[config.mk]
export PLATFORM = sky130hd
export DESIGN_NAME = fetch_unit
export DESIGN_NICKNAME = d
export VERILOG_FILES = /design/src/rtl/fetch_unit_pkg.sv /design/src/rtl/fetch_unit_buffer.sv /design/src/rtl/fetch_unit.sv
export SDC_FILE = /design/constraint.sdc
export NUM_CORES = 1
export LEC_CHECK = 0
export CELL_PAD_IN_SITES_DETAIL_PLACEMENT = 0
export CELL_PAD_IN_SITES_GLOBAL_PLACEMENT = 2
export CORE_MARGIN = 5
export CORE_UTILIZATION = 32
export CTS_CLUSTER_DIAMETER = 100
export DETAILED_ROUTE_END_ITERATION = 7
export GPL_TIMING_DRIVEN = 0
export PLACE_DENSITY = 0.89
export SLEW_MARGIN = 20
export SYNTH_ARGS = -nofsm -noshare
export SYNTH_HDL_FRONTEND = slang
export SYNTH_HIERARCHICAL = 1
export SYNTH_SLANG_ARGS = --single-unit
[constraint.sdc]
create_clock -name clk -period 2.3 [get_ports clk]
set_clock_uncertainty 0.2 [all_clocks]
set_input_delay 0.575 -clock clk [delete_from_list [all_inputs] [get_ports clk]]
set_output_delay 0.575 -clock clk [all_outputs]
set_load 0.01 [all_outputs]
[src/rtl/fetch_unit_pkg.sv]
// Shared definitions for the instruction-fetch front end.
package fetch_unit_pkg;

  localparam int unsigned FU_WORD_SIZE = 16;
  localparam logic [15:0] FU_RESET_PC  = 16'h0000;

  typedef enum logic [1:0] {
    S_IDLE  = 2'd0,
    S_REQ   = 2'd1,
    S_SPACE = 2'd2
  } fetch_state_e;

endpackage

[src/rtl/fetch_unit_buffer.sv]
// Two-entry in-order fetch buffer (head + skid) between the fetch FSM and IF/ID.
// A write lands in the first free entry; the head counts as free when it is
// consumed on the same edge. Clear drops both entries and wins over everything.
module fetch_buffer #(
  parameter int unsigned WIDTH = 16
) (
  input  logic             clk,
  input  logic             reset_n,
  input  logic             clear,
  input  logic             wr_en,
  input  logic [WIDTH-1:0] wr_data,
  input  logic [WIDTH-1:0] wr_pc,
  input  logic             consume,
  output logic [WIDTH-1:0] head_data,
  output logic [WIDTH-1:0] head_pc,
  output logic             head_valid,
  output logic             full
);

  logic [WIDTH-1:0] skid_data;
  logic [WIDTH-1:0] skid_pc;
  logic             skid_valid;

  assign full = skid_valid;

  // Entry update: clear, then consume/shift, then write into the first free slot.
  always_ff @(posedge clk or negedge reset_n) begin
    if (!reset_n) begin
      head_data  <= '0;
      head_pc    <= '0;
      head_valid <= 1'b0;
      skid_data  <= '0;
      skid_pc    <= '0;
      skid_valid <= 1'b0;
    end else if (clear) begin
      head_valid <= 1'b0;
      skid_valid <= 1'b0;
    end else if (consume) begin
      head_valid <= skid_valid | wr_en;
      if (skid_valid) begin
        head_data <= skid_data;
        head_pc   <= skid_pc;
      end else if (wr_en) begin
        head_data <= wr_data;
        head_pc   <= wr_pc;
      end
      skid_valid <= skid_valid & wr_en;
      if (skid_valid && wr_en) begin
        skid_data <= wr_data;
        skid_pc   <= wr_pc;
      end
    end else if (wr_en) begin
      if (!head_valid) begin
        head_data  <= wr_data;
        head_pc    <= wr_pc;
        head_valid <= 1'b1;
      end else begin
        skid_data  <= wr_data;
        skid_pc    <= wr_pc;
        skid_valid <= 1'b1;
      end
    end
  end

endmodule

[src/rtl/fetch_unit.sv]
// Instruction-fetch front end: sequences instruction-memory reads, drops
// wrong-path data after a flush, and feeds IF/ID through a 2-entry buffer.
module fetch_unit
  import fetch_unit_pkg::*;
#(
  parameter int unsigned          WORD_SIZE = FU_WORD_SIZE,
  parameter logic [WORD_SIZE-1:0] RESET_PC  = FU_RESET_PC
) (
  input  logic                 clk,
  input  logic                 reset_n,
  input  logic                 flush_signal,
  input  logic [WORD_SIZE-1:0] redirect_pc,
  input  logic                 stall,
  output logic                 i_readM,
  output logic [WORD_SIZE-1:0] i_address,
  input  logic [WORD_SIZE-1:0] i_data,
  input  logic                 i_ready,
  output logic [WORD_SIZE-1:0] instr,
  output logic [WORD_SIZE-1:0] instr_pc,
  output logic                 instr_valid
);

  fetch_state_e         state, state_n;
  logic [WORD_SIZE-1:0] pc, pc_n;
  logic [WORD_SIZE-1:0] req_addr, req_n, req_inc;
  logic                 drop, drop_n;
  logic                 wr_en;
  logic                 consume;
  logic                 full;
  logic [1:0]           occ;
  logic [1:0]           kept;

  assign consume   = instr_valid & ~stall;
  assign occ       = {1'b0, instr_valid} + {1'b0, full};
  // Entries still occupied after this edge's consume, before any write.
  assign kept      = occ - {1'b0, consume};
  assign req_inc   = req_addr + {{(WORD_SIZE-1){1'b0}}, 1'b1};
  assign i_readM   = (state == S_REQ);
  assign i_address = req_addr;

  // FSM, fetch pointer, request address and wrong-path drop flag registers.
  always_ff @(posedge clk or negedge reset_n) begin
    if (!reset_n) begin
      state    <= S_IDLE;
      pc       <= RESET_PC;
      req_addr <= RESET_PC;
      drop     <= 1'b0;
    end else begin
      state    <= state_n;
      pc       <= pc_n;
      req_addr <= req_n;
      drop     <= drop_n;
    end
  end

  // Next-state logic: flush first, then memory completion, then buffer space.
  always_comb begin
    state_n = state;
    pc_n    = pc;
    req_n   = req_addr;
    drop_n  = drop;
    wr_en   = 1'b0;
    case (state)
      S_IDLE: begin
        state_n = S_REQ;
        if (flush_signal) begin
          pc_n  = redirect_pc;
          req_n = redirect_pc;
        end else begin
          req_n = pc;
        end
      end
      S_REQ: begin
        if (drop) begin
          if (flush_signal) pc_n = redirect_pc;
          // Stale read finishing: a flush on this same edge supplies the target directly.
          if (i_ready) begin
            drop_n = 1'b0;
            req_n  = flush_signal ? redirect_pc : pc;
          end
        end else if (flush_signal) begin
          pc_n = redirect_pc;
          if (i_ready) req_n = redirect_pc;
          else         drop_n = 1'b1;
        end else if (i_ready) begin
          wr_en = 1'b1;
          pc_n  = req_inc;
          // Skid is always free in S_REQ, so the write fills it only if the head stays.
          if (kept != 2'd0) state_n = S_SPACE;
          else              req_n   = req_inc;
        end
      end
      S_SPACE: begin
        if (flush_signal) begin
          state_n = S_REQ;
          pc_n    = redirect_pc;
          req_n   = redirect_pc;
        end else if (kept != 2'd2) begin
          state_n = S_REQ;
          req_n   = pc;
        end
      end
      default: state_n = S_IDLE;
    endcase
  end

  fetch_buffer #(
    .WIDTH(WORD_SIZE)
  ) u_buffer (
    .clk       (clk),
    .reset_n   (reset_n),
    .clear     (flush_signal),
    .wr_en     (wr_en),
    .wr_data   (i_data),
    .wr_pc     (req_addr),
    .consume   (consume),
    .head_data (instr),
    .head_pc   (instr_pc),
    .head_valid(instr_valid),
    .full      (full)
  );

endmodule

* Yosys cells after proc, flatten, opt, wreduce, memory -nomap -nowiden *
Cells that the tools add are included.

storage, ports and cells
  register bits = 101
  bits in latches = 0
  RAM bits = 0
  memory bits (read-only) = 0
  input bits = 37
  output and inout bits = 50
  logic and storage cells = 100
  memories kept = 0

operators by class
  add/subtract/negate cells = 3
  multiply operators = 0
  div/mod/pow operators = 0
  magnitude comparators = 0
  eq/ne operators = 12
  shift operators = 0
  multiplexer cells = 53
  bitwise gates (word level) = 5
  reductions and logical operators = 17

operators by type and width
  cell                   count
  $mux 16                30
  $pmux 16 s3            1
  $pmux 16 s2            1
  $add 16x1->16 const B  1
  $mux 1                 14
  $mux 2                 6
  $reduce_and 4->1       3
  $reduce_bool 2->1      5
  $reduce_bool 3->1      3
  $ne 2x2->1 const B     4
  $ne 2x1->1 const B     3
  $pmux 2 s3             1
  $reduce_and 5->1       1
  $ne 4x2->1 const B     1
  $ne 4x4->1 const B     1
  $reduce_and 2->1       2
  $ne 3x3->1 const B     1
  $add 1x1->2            1
  $and 1x1->1            2
  $eq 2x1->1 const B     1
  $eq 2x2->1 const B     1
  $logic_not 2->1        1
  $not 1->1              2
  $reduce_or 2->1        1
  other kinds (3)        3

* Longest topological paths before layout *
  word-level depth = 9
  gate-level depth with buffers = 10
  mapped depth without buffers = 9

* By module *
Netlist, hierarchy kept.

by module, submodules not included
  module        instances  cells each  area each (um2)  sequential area each (um2)
  fetch_buffer  1          181         2881.5           1651.6
  fetch_unit    1          281         2417.3           875.8

* Worst setup path after synthesis *
No wires, ideal clock.

  kind = input-to-reg
  start point = input flush_signal
  end point = register u_buffer.skid_data[0]
  arrival = 2.306 ns
  data required time = 1.975 ns
  slack = -0.331 ns
  stages on the path = 8
  path buffers = 2
  path through = buf_4 -> nor2_8 -> nand2_1 -> nor2_1 -> inv_1 -> nor3_4 -> buf_6 -> mux2_2

between the ends
  word-level cells in the longest chain between the ends = 6
  elaborated cells on any way between the ends = 8

ends and longest elaborated chain
  element                                RTL line                 text
  start, declared                        fetch_unit.sv:11         input logic flush_signal,
  $mux 1 (*)                             fetch_unit.sv:81         end else if (flush_signal) begin
  $mux 1 (*)                             fetch_unit.sv:74         if (drop) begin
  $mux 1 (*)                             fetch_unit.sv:63         case (state)
  net wr_en                              fetch_unit.sv:27         logic wr_en;
  $logic_and 1x1->1                      fetch_unit_buffer.sv:48  if (skid_valid && wr_en) begin
  $ne 2x1->1 (no source line)            --
  $reduce_and 4->1 (no source line) (*)  --
  end signal, assigned                   fetch_unit_buffer.sv:49  skid_data <= wr_data;
  end signal, assigned                   fetch_unit_buffer.sv:58  skid_data <= wr_data;
  end, declared                          fetch_unit_buffer.sv:20  logic [WIDTH-1:0] skid_data;

Mark *: on every way through the listed nets, which the timed path passes. The rest lies on a longest branch.
A chain may end at the register's enable or synchronous reset.

* Final worst setup path *
  start point = input stall
  end point = register req_addr[0], in the netlist i_address[0]

between the ends
  word-level cells in the longest chain between the ends = 6
  elaborated cells on any way between the ends = 8

ends and longest elaborated chain
  element                                                           RTL line                            text
  start, declared                                                   fetch_unit.sv:13                    input logic stall,
  $not 1->1 (*)                                                     fetch_unit.sv:33                    assign consume = instr_valid & ~stall;
  $and 1x1->1 (*)                                                   fetch_unit.sv:33
  $sub 2x1->2 (*)                                                   fetch_unit.sv:36                    assign kept = occ - {1'b0, consume};
  $ne 2x2->1 / $reduce_bool 2->1 (equally long branches)            fetch_unit.sv:98, fetch_unit.sv:89
  $ne 3x3->1 (no source line) / $ne 4x4->1 (equally long branches)  --
  $reduce_and 4->1 (no source line) (*)                             --
  end signal, assigned                                              fetch_unit.sv:51                    req_addr <= req_n;
  end, declared                                                     fetch_unit.sv:25                    logic [WORD_SIZE-1:0] req_addr, req_n, req_inc;

Every way passes the cells marked *; elsewhere a longest branch is shown, timed or not.

==> impl_results.md <==
- DIE WIDTH: 139 um
- Clock Latency Late Sink: 0.35 ns
- RR Startpoint: u_buffer/head_valid
- CTS max path bufs: 2
- Most common cell after layout, fill and taps aside: mux2_2
- Sw Pwr: 0.00258 W
- CTS tree: done
- Worst VDD drop: 0.000474 V
- Internal Pwr Total: 0.00507 W
- Final setup violation count: 14
- WS Path Type: in -> reg
- Routed WL: 14300 um
- Comb pwr share: 39.5%
- Initial DRC count: 178
- Core area: 16400 um^2
- Detail Route Antenna Nets: 0
- Initial antenna violation count: 1
- Vias in the first global route: 4120
- Total die area: 19200 um^2
- Total Neg Setup Slack: -0.841 ns
- Post-synth cell types: 56
- Residual DRC count: 0
- Syn nets: 502
- CP required: 2.34 ns
- Cells after DPL: 769
- Worst Hold End: u_buffer/skid_data[12]
- Async SR Flop Fraction: 100%
- Final cell count without fillers: 808
- Top FF cell, synth: dfrtp_1
- Vias: 4037
- Drt first pass iters: 4
- Clock Tree Root: clkbuf_16
- Mapped Cells: 462
- Slew headroom: 62.4%
- I/O Buffers: 86
- RSZ-0062 raised after global routing: yes
- DR vias/cell: 5.00
- Clock slew at reported path FFs: 0.07 ns
- Most frequent cells in the layout: 99 x mux2_2, 94 x dfrtp_1, 81 x clkdlybuf4s50_1
- Critical path peak fanout: 6
- Cell accounting for the most synthesized area: dfrtp_1
- Die height: 139 um
- Data arrival, critical path: 2.47 ns
- CTS Buf Count: 9
- Setup slack after layout: -0.132 ns
- Area Overhead vs Synth: 35.3%
- # rows: 47
- Slew Limit Fails: 0
- Fmax: 411 MHz
- Slew at the pin closest to its max-slew limit: 0.558 ns
- Final Hold Viols: 0
- Switching part of the total power: 33.7%
- Pwr/cell area: 1070 nW/um^2
- Routability cong.: 0.812
- Synth area leaders: dfrtp_1 48%, mux2_2 21%, nand2_1 2.9%, a21oi_1 2.6%, mux2i_1 2.5%
- Crit start category: input port
- Worst r2r path cells: 11
- Ports: 87
- Min-delay src: u_buffer/skid_data[12]
- Reg-to-reg critical path endpoint: i_address[0]
- Post-Syn Area per Cell: 11.5 um^2
- Clock sinks: 101
- #FFs+latches synth: 101
- All-Layer GR Usage: 14.8%
- Placed Area: 6510 um^2
- Reg2reg setup slack: -0.12 ns
- Final hold slack: 0.290 ns
- Clock power share: 20.4%
- YS warnings: 6
- Number of max-cap violations: 0
- DP HPWL: 9950 um
- Pleak: 2.99 nW
- Initial Util: 32.3%
- DR WL/cell: 17.7 um
- Synthesized cell area: 5300 um^2
- Fin nets: 622
- Number of synthesized flops with an enable pin: 0
- Hold Path Stages: 1
- Fraction of layout cells with a size suffix above 1: 34.9%
- Global-route wire length before repair: 22900 um
- Htree depth: 3
- Fin crit share: 106%
- Crit path capture type: flip-flop
- Synth top area share: 47.7%
- Failing checks: negative setup slack
- Status: complete, but fails checks
- Register area share after synthesis: 47.7%
- Seq pwr share: 40.1%
- Fin util: 43.7%
- Design area: 7170 um^2
- Grt ovf: 0
- Min Tclk post-route: 2.43 ns
- Largest net degree at the start of global routing: 70
- Min-delay worst type: reg -> reg
-- state kept, by name, indices dropped and copies added (netlist names) --
register and cells:
drop 1, i_address 16, pc 16, state 2, u_buffer/full 1, u_buffer/head_data 16, u_buffer/head_pc 16, u_buffer/head_valid 1
u_buffer/skid_data 16, u_buffer/skid_pc 16
-- worst max-delay path, cell delays in order --
cell           delay [ns]
dlygate4sd2_1        0.27
nor2b_4              0.13
ha_4                 0.20
inv_2                0.06
ha_4                 0.13
xor2_2               0.17
buf_4                0.16
nor3_4               0.04
o21ai_4              0.26
buf_6                0.16
nor3_1               0.04
a211o_1              0.27
-- power groups by stage --
| stage | logic [W] | clock network [W] | registers (W) |
|---|---|---|---|
| 2_1_floorplan | 0.00144 | 0 | 0.00310 |
| 3_3_place_gp | 0.00280 | 0 | 0.00306 |
| 3_5_place_dp | 0.00286 | 0 | 0.00309 |
| 4_1_cts | 0.00300 | 0.00162 | 0.00307 |
| 5_1_grt | 0.00327 | 0.00168 | 0.00317 |
| 6_report | 0.00302 | 0.00156 | 0.00307 |
-- through the flow --
| stage | power [W] | setup slack (ns) |
|---|---|---|
| floorplan | 0.00453 | 0.0117 |
| global placement | 0.00586 | -3.47 |
| detailed placement | 0.00594 | -0.988 |
| CTS | 0.00768 | -0.0739 |
| global route | 0.00812 | -0.190 |
| finish | 0.00766 | -0.132 |
-- how the worst max path moves through the flow --
stage / startpoint / endpoint / slack [ns] / cells after the start
2_1_floorplan: stall / i_address[14] / 0.01 / 10
6_report: stall / i_address[0] / -0.13 / 12
5_1_grt: u_buffer/head_valid / i_address[0] / -0.19 / 11
4_1_cts: u_buffer/head_valid / i_address[5] / -0.07 / 11
3_5_place_dp: flush_signal / u_buffer/skid_data[2] / -0.99 / 9
3_3_place_gp: reset_n / u_buffer/skid_data[0] / -3.47 / 1
-- cells in the mapped netlist (2+ instances only) --
library cell,instances
a211o_1,2
a211oi_1,2
a21o_1,2
a21oi_1,28
a221oi_1,3
a2bb2oi_1,5
a31oi_1,4
and3_1,2
buf_2,7
buf_4,11
buf_6,5
clkbuf_1,3
dfrtp_1,101
ha_1,3
inv_1,6
mux2_1,2
mux2_2,99
mux2i_1,13
nand2_1,41
nand2b_1,4
nand3_1,6
nand4_1,3
nor2_1,30
nor2b_1,3
nor3_1,5
nor3_4,2
o21a_1,2
o21ai_0,22
o21ai_1,3
o22a_1,4
o22ai_1,2
or2_2,2
xnor2_1,6
xor2_1,7
-- layout make-up --
class / count / area [um^2]
Clock inverter: 5 / 60.1
Fill cell: 1518 / 9240
Tap cell: 220 / 275
Buffer: 26 / 226
Antenna cell: 1 / 2.50
Multi-Input combinational cell: 329 / 2700
Clock buffer: 11 / 243
Inverter: 6 / 22.5
Timing Repair Buffer: 109 / 1100
Sequential cell: 101 / 2540
-- cells by family (layout without fill, tap and decap cells) --
logic type / Yosys count / after routing / synth area share, %
flops: 101 / 101 / 47.7
fa+ha+maj: 3 / 3 / 0.708
buf+inv: 32 / 157 / 3.92
compound gates: 87 / 87 / 10.2
other cells: 0 / 1 / 0
xor+xnor: 13 / 13 / 2.15
simple gates: 112 / 112 / 11.4
mux: 114 / 114 / 23.9
-- timing repair --
item / 4_1_cts / 5_1_grt
gates cloned: 2 / 1
buffers inserted: 12 / 7
hold endpoints to repair: 32 / 0
hold buffers: 1 / 0
pin swaps: 6 / 6
gates resized for setup: 30 / 19
setup endpoints to repair: 100 / 57
-- per-layer routing --
metal | global-route usage (%) | vias to the layer above | share of wire (%)
li1 | - | 1908 | -
met1 | 19.4 | 2021 | 44
met2 | 24.4 | 94 | 50
met3 | 2.41 | 14 | 4.2
met4 | 6.49 | 0 | 1.8
met5 | 0 | - | 0
Power figures use the tool's default switching activity.
